### src/rtl/vector_scale_mc_if.sv
// vector_scale_mc_if: request/response bundle for vector_scale_mc.
//   start   : request strobe, sampled while the block is idle
//   scalar  : multiplier s
//   vec     : operand vector x[0..N-1]
//   addend  : AXPY addend y[0..N-1] (only with VECTOR_SCALE_MC_AXPY_EN)
//   result  : registered result vector r[0..N-1]
//   busy    : operation in flight
//   done    : one-cycle completion pulse
//   valid   : result holds a complete vector
// master = requester, slave = vector_scale_mc.
interface vector_scale_mc_if #(
  parameter int unsigned WORD_WIDTH  = 31,
  parameter int unsigned VECTOR_SIZE = 16
);
  logic                                   start;
  logic [WORD_WIDTH-1:0]                  scalar;
  logic [VECTOR_SIZE-1:0][WORD_WIDTH-1:0] vec;
`ifdef VECTOR_SCALE_MC_AXPY_EN
  logic [VECTOR_SIZE-1:0][WORD_WIDTH-1:0] addend;
`endif
  logic [VECTOR_SIZE-1:0][WORD_WIDTH-1:0] result;
  logic                                   busy;
  logic                                   done;
  logic                                   valid;

`ifdef VECTOR_SCALE_MC_AXPY_EN
  modport master (output start, scalar, vec, addend, input result, busy, done, valid);
  modport slave  (input start, scalar, vec, addend, output result, busy, done, valid);
`else
  modport master (output start, scalar, vec, input result, busy, done, valid);
  modport slave  (input start, scalar, vec, output result, busy, done, valid);
`endif
endinterface

### src/rtl/vector_scale_mc.sv
// vector_scale_mc: multi-cycle vector scale over the Mersenne field p = 2^W-1.
//   r[k] = (s * x[k]) mod p, one element issued per cycle into a
//   MUL_PIPELINE_STAGES-deep multiplier; done fires N+P+1 edges after start.
// Optional feature macro: VECTOR_SCALE_MC_AXPY_EN adds bus.addend and computes
//   r[k] = (s * x[k] + y[k]) mod p with identical latency.
// Ports:
//   clk   : rising-edge clock
//   reset : asynchronous active-low reset
//   bus   : vector_scale_mc_if.slave (start/scalar/vec[/addend] in,
//           result/busy/done/valid out, all outputs registered)
module vector_scale_mc #(
  parameter int unsigned WORD_WIDTH          = 31,
  parameter int unsigned VECTOR_SIZE         = 16,
  parameter int unsigned MUL_PIPELINE_STAGES = 2
) (
  input  logic              clk,
  input  logic              reset,
  vector_scale_mc_if.slave  bus
);
  localparam int unsigned W       = WORD_WIDTH;
  localparam int unsigned N       = VECTOR_SIZE;
  localparam int unsigned P       = MUL_PIPELINE_STAGES;
  localparam int unsigned PROD_W  = 2 * W;
  localparam int unsigned FOLD_W  = W + 2;
  localparam int unsigned RED_W   = W + 1;
  localparam int unsigned IDX_W   = (N > 1) ? $clog2(N) : 1;
  localparam int unsigned CNT_MAX = (N > P) ? N : P;
  localparam int unsigned CNT_W   = $clog2(CNT_MAX + 1);
  localparam logic [W-1:0] MOD_P  = {W{1'b1}};

  typedef enum logic [1:0] {IDLE, ISSUE, DRAIN, DONE} state_t;

  // One in-flight element: first fold of the product (plus addend) and its index.
  typedef struct packed {
    logic              vld;
    logic [IDX_W-1:0]  idx;
    logic [FOLD_W-1:0] fold;
  } stage_t;

  state_t                  state_q, state_d;
  logic [CNT_W-1:0]        cnt_q;
  logic                    accept_c, issue_c, busy_d, done_d;
  logic                    busy_q, done_q, valid_q;
  logic [W-1:0]            s_q;
  logic [N-1:0][W-1:0]     x_q;
`ifdef VECTOR_SCALE_MC_AXPY_EN
  logic [N-1:0][W-1:0]     y_q;
  logic [W-1:0]            y_sel;
`endif
  logic [N-1:0][W-1:0]     result_q;
  logic [IDX_W-1:0]        cnt_idx;
  logic [W-1:0]            x_sel;
  logic [PROD_W-1:0]       prod;
  stage_t                  iss, tail;
  logic [RED_W-1:0]        fold2;
  logic [W-1:0]            canon;

  // State register
  always_ff @(posedge clk or negedge reset) begin
    if (!reset) state_q <= IDLE;
    else        state_q <= state_d;
  end

  // Next-state logic
  always_comb begin
    state_d = state_q;
    unique case (state_q)
      IDLE:  if (bus.start) state_d = ISSUE;
      ISSUE: if (cnt_q == CNT_W'(N - 1)) state_d = DRAIN;
      DRAIN: if (cnt_q == CNT_W'(P - 1)) state_d = DONE;
      DONE:  state_d = IDLE;
    endcase
  end

  // FSM decodes; busy/done are registered below so they lag the state by one edge
  always_comb begin
    accept_c = 1'b0;
    issue_c  = 1'b0;
    busy_d   = 1'b0;
    done_d   = 1'b0;
    unique case (state_q)
      IDLE:  accept_c = bus.start;
      ISSUE: begin issue_c = 1'b1; busy_d = 1'b1; end
      DRAIN: busy_d = 1'b1;
      DONE:  done_d = 1'b1;
    endcase
  end

  // Shared element / drain counter, restarts on every state change
  always_ff @(posedge clk or negedge reset) begin
    if (!reset)                  cnt_q <= '0;
    else if (state_d != state_q) cnt_q <= '0;
    else if (busy_d)             cnt_q <= cnt_q + CNT_W'(1);
  end

  // Operand capture at acceptance; later input changes are ignored
  always_ff @(posedge clk or negedge reset) begin
    if (!reset) begin
      s_q <= '0;
      x_q <= '0;
`ifdef VECTOR_SCALE_MC_AXPY_EN
      y_q <= '0;
`endif
    end else if (accept_c) begin
      s_q <= bus.scalar;
      x_q <= bus.vec;
`ifdef VECTOR_SCALE_MC_AXPY_EN
      y_q <= bus.addend;
`endif
    end
  end

  // Issue stage: select x[k], multiply, first fold (lo + hi [+ y])
  always_comb begin
    cnt_idx = IDX_W'(cnt_q);
    x_sel   = '0;
`ifdef VECTOR_SCALE_MC_AXPY_EN
    y_sel   = '0;
`endif
    for (int k = 0; k < int'(N); k++) begin
      if (cnt_idx == IDX_W'(k)) begin
        x_sel = x_q[k];
`ifdef VECTOR_SCALE_MC_AXPY_EN
        y_sel = y_q[k];
`endif
      end
    end
    prod     = PROD_W'(s_q) * PROD_W'(x_sel);
    iss.vld  = issue_c;
    iss.idx  = cnt_idx;
    iss.fold = FOLD_W'(prod[W-1:0]) + FOLD_W'(prod[PROD_W-1:W])
`ifdef VECTOR_SCALE_MC_AXPY_EN
             + FOLD_W'(y_sel)
`endif
             ;
  end

  // Multiplier pipeline: P-1 registers, the result register is the last stage
  generate
    if (P == 1) begin : g_nopipe
      assign tail = iss;
    end else begin : g_pipe
      stage_t pipe [P-1];
      always_ff @(posedge clk or negedge reset) begin
        if (!reset) begin
          for (int i = 0; i < int'(P) - 1; i++) pipe[i] <= '0;
        end else begin
          pipe[0] <= iss;
          for (int i = 1; i < int'(P) - 1; i++) pipe[i] <= pipe[i-1];
        end
      end
      assign tail = pipe[P-2];
    end
  endgenerate

  // Second fold then canonicalise; fold2 never exceeds p+3, one subtract suffices
  always_comb begin
    fold2 = RED_W'(tail.fold[W-1:0]) + RED_W'(tail.fold[FOLD_W-1:W]);
    canon = (fold2 >= RED_W'(MOD_P)) ? W'(fold2 - RED_W'(MOD_P)) : W'(fold2);
  end

  // Result vector: elements written in index order, held between operations
  always_ff @(posedge clk or negedge reset) begin
    if (!reset) begin
      result_q <= '0;
    end else if (tail.vld) begin
      for (int k = 0; k < int'(N); k++) begin
        if (tail.idx == IDX_W'(k)) result_q[k] <= canon;
      end
    end
  end

  // Registered status outputs
  always_ff @(posedge clk or negedge reset) begin
    if (!reset) begin
      busy_q  <= 1'b0;
      done_q  <= 1'b0;
      valid_q <= 1'b0;
    end else begin
      busy_q <= busy_d;
      done_q <= done_d;
      if (accept_c)    valid_q <= 1'b0;
      else if (done_d) valid_q <= 1'b1;
    end
  end

  assign bus.result = result_q;
  assign bus.busy   = busy_q;
  assign bus.done   = done_q;
  assign bus.valid  = valid_q;

endmodule
### src/flat_wrapper.sv
// flat-port wrapper written by rule: the top's interface ports become plain ports
module vector_scale_mc_flat 
#(
  parameter int unsigned WORD_WIDTH          = 31,
  parameter int unsigned VECTOR_SIZE         = 16,
  parameter int unsigned MUL_PIPELINE_STAGES = 2
)
  (clk, reset, bus_start, bus_scalar, bus_vec, bus_result, bus_busy, bus_done, bus_valid);
  vector_scale_mc_if #(.WORD_WIDTH(WORD_WIDTH), .VECTOR_SIZE(VECTOR_SIZE)) bus_i ();
  input  logic clk;
  input  logic reset;
  input wire logic [$bits(bus_i.start)-1:0] bus_start;
  input wire logic [$bits(bus_i.scalar)-1:0] bus_scalar;
  input wire logic [$bits(bus_i.vec)-1:0] bus_vec;
  output wire logic [$bits(bus_i.result)-1:0] bus_result;
  output wire logic [$bits(bus_i.busy)-1:0] bus_busy;
  output wire logic [$bits(bus_i.done)-1:0] bus_done;
  output wire logic [$bits(bus_i.valid)-1:0] bus_valid;
  assign bus_i.start = bus_start;
  assign bus_i.scalar = bus_scalar;
  assign bus_i.vec = bus_vec;
  assign bus_result = bus_i.result;
  assign bus_busy = bus_i.busy;
  assign bus_done = bus_i.done;
  assign bus_valid = bus_i.valid;
  vector_scale_mc #(.WORD_WIDTH(WORD_WIDTH), .VECTOR_SIZE(VECTOR_SIZE), .MUL_PIPELINE_STAGES(MUL_PIPELINE_STAGES)) u_core (.clk(clk), .reset(reset), .bus(bus_i));
endmodule
### config.mk
export PLATFORM = sky130hd
export DESIGN_NAME = vector_scale_mc_flat
export DESIGN_NICKNAME = d
export VERILOG_FILES = /design/src/rtl/vector_scale_mc_if.sv /design/src/rtl/vector_scale_mc.sv /design/src/flat_wrapper.sv
export SDC_FILE = /design/constraint.sdc
export NUM_CORES = 2
export LEC_CHECK = 0
export BUFFER_PORTS_ARGS = -buffer_cell sky130_fd_sc_hd__clkbuf_2
export CORE_MARGIN = 10
export CORE_UTILIZATION = 40
export DETAILED_ROUTE_END_ITERATION = 8
export MAX_ROUTING_LAYER = met4
export SYNTH_ARGS = -nofsm -noshare
export SYNTH_HDL_FRONTEND = slang
export SYNTH_SLANG_ARGS = --single-unit
### constraint.sdc
create_clock -name clk -period 12.12 [get_ports clk]
set_clock_uncertainty 0.1 [all_clocks]
set_input_delay 2.424 -clock clk [delete_from_list [all_inputs] [get_ports clk]]
set_output_delay 2.424 -clock clk [all_outputs]
set_load 0.02 [all_outputs]
==> results.toml <==
[synthesis]
synth_compound_area_share_pct = 8.22
synth_area_mm2 = 0.0756
synth_nets = 8770
ys_ff_latch = 1070
ys_warn_count = 0
synth_cell_types = 80
syn_inst = 7103
post-synth-top-count-cell = "dfrtp_1"
synth_xor_area_share_pct = 1.42
synth-simple-area-share_pct = 11.1
yosysTopAreaCell = "dfrtp_1"
synthArstFlopShare_pct = 100
synth_flop_cell = "dfrtp_1"
avgSynthCellArea_um2 = 10.6
synth_fa_ha_area_share_pct = 27.1
synth_top_area_share_pct = 35.4
seq_area_frac_synth_pct = 35.4
ys_top_cells_by_count = "dfrtp_1, nand2_1, fa_1"
synth.area.top_cells = "dfrtp_1, fa_1, mux2_2, nand2_1, ha_1"
synth_top_family_by_area = "adder cells"
muxShareOfSynthArea_pct = 10.3
synth_edf_count = 0

[global_routing]
met3_usage_pct = 5.44
grt_overflow = 0
use_met1_pct = 35.2
met2_usage_pct = 44.8
antenna_found_initial = 74
grt_start_max_net_pins = 190
busiest_layer = "met2"
grt_usage_pct = 28.7
grt_pass1_wl_mm = 423
grt_pass1_vias = 60300

[setup_path]
critPathSlowestCell = "fa_1"
start_kind = "flip-flop"
cpMostUsedCell = "buf_4"
critPathArrivalTime_ps = 12380
worstSetupPathType = "reg -> reg"
crit_path_max_fanout = 14
crit_path_end_kind = "flip-flop"
max_stage_delay_ps = 490
worstPathRequired_ps = 12610

[worst_hold_path]
min_path_type = "reg -> reg"

[clock_tree]
cts_buffers = 115
clk_path_buf_depth = 3
ctsHoldBuffers = 0
htree_levels = 3
cts.sinks = 1070
cts_tree = "yes"
clkTransAtPathRegs_ps = 70
clkLatencyLatePin_ps = 820
cts_root_buf = "clkbuf_16"

[sta]
slew_headroom_pct = 16.2
worst_slew_pin_slew_ps = 1260
report.final.slew_viol_count = 0
period_share_pct = 98.1
finalSetupTns_ps = 0
max_freq_mhz = 84.1
finalCriticalPeriod_ps = 11890
finalSetupViolations = 0
finalHoldViolCount = 0

[place]
portBuffers = 1028
gp_congestion = 0.962
hpwl_mm = 235

[route]
via_per_inst = 5.34
drtIter0Drc = 4884
post-route-drc-count = 0
vias = 58700
wl_mm = 298
drt_pre_antenna_iters = 6
drtAntennaViolNets = 0
wire_per_inst_um = 27.1

[final_layout]
drive_gt1_share_pct = 32.3
fillers = 17400
area_growth_pct = 22.3
final_nets = 10000

[floorplanning]
initial_core_util_pct = 40.2
rows = 159
die_w_um = 455
ios = 1029
fp.dieH_um = 455
die_area_mm2 = 0.207
core_mm2 = 0.188

[flow_run]
drv_cap = 0

[run_status]
outcome = "complete, no violations"
==> cell usage in the layout (no fill, tap or decap), drive strengths merged, types with 10 or more instances in the layout <==
master / count
clkbuf: 1198
dfrtp: 1070
nand2: 1024
fa: 838
inv: 816
mux2: 687
buf: 566
and2: 470
o21ai: 437
ha: 299
a21oi: 212
a22oi: 89
xnor2: 87
nor2: 87
diode: 67
a21o: 54
o211ai: 43
nand3: 37
xor2: 36
clkinv: 29
o22ai: 29
nand2b: 24
and3: 23
a221oi: 22
a31oi: 21
a211oi: 21
nand3b: 18
nor2b: 17
o21bai: 16
nand4: 16
nor3: 16
a221o: 11
o311ai: 11
o21a: 10
==> stage by stage <==
step                cells  area, um2  worst slack [ps]  hold slack [ps]  util, %
finish              11000      92500               231              379     49.2
global route        11000      92500             -63.3              394     49.2
CTS                 10900      90800              1.11              384     48.3
detailed placement  10700      86700              -476              369     46.1
global placement    10700      86700              -282              360     46.1
floorplan            7103      75600               682              318        -
==> logic make-up after synthesis <==
logic type,after synthesis
AND/OR/NAND/NOR,1770
buffers and inverters,1281
multiplexers,689
AO/OA/AOI/OAI,1033
flip-flops,1070
adder cells (fa/ha/maj),1137
XOR/XNOR,123
==> worst max-delay path, delay by kind of cell (launching register included) <==
family,cells,cell delay [ps]
xor gates and xnor gates,2,260
adders and majority gates,11,4180
DFF,1,410
AOI/OAI and AO/OA,17,3170
and+or+nand+nor,4,810
buffers and inverters,21,2690
==> sequential cells by signal (all words and copies together), names as in the netlist, 2 cells and up <==
| register | cells |
|---|---|
| u_core.state_q | 2 |
| u_core.s_q | 31 |
| u_core.g_pipe.pipe | 37 |
| u_core.bus.result | 496 |
| u_core.cnt_q | 5 |
| u_core.x_q | 496 |
==> path summary, 6_finish.rpt <==
| check | from | to | slack (ps) | cells after the start |
|---|---|---|---|---|
| max in group asynchronous | reset | u_core.x_q[494] | 7920 | 3 |
| worst min register to register | u_core.bus.result[8] | u_core.bus.result[8] | 380 | 2 |
| worst max-delay path | u_core.cnt_q[0] | u_core.g_pipe.pipe[25] | 230 | 55 |
| worst max register to register | u_core.cnt_q[0] | u_core.g_pipe.pipe[25] | 230 | 55 |
| min in group asynchronous | reset | u_core.bus.result[145] | 1610 | 1 |
| worst min-delay path | u_core.bus.result[8] | u_core.bus.result[8] | 380 | 2 |
==> area by class of cell <==
class	instances	area, um2	area share [%]
antenna	67	168	0.181
inverter	809	3040	3.28
sequential	1070	26800	29.0
clock inverter	44	517	0.559
clock buffer	164	3330	3.60
multi-input combinational	4752	45200	48.9
tap	2495	3120	3.38
timing repair buffer	1600	10300	11.1
==> repair_timing <==
item                                    in CTS  in global routing
pin swaps                                   24                147
setup buffers                                5                 31
resized for setup                           61                234
endpoints found under the setup margin      17                 17
cloned                                       0                  7
==> per-layer routing <==
metal,vias up,wire length (um)
met5,-,0
met1,30200,117000
met4,0,19200
met3,551,22300
met2,2535,140000
li1,25500,-
Power is left out: the tool's default activity adds up to more than one toggle a clock period on the data nets, which glitch-free logic cannot reach.
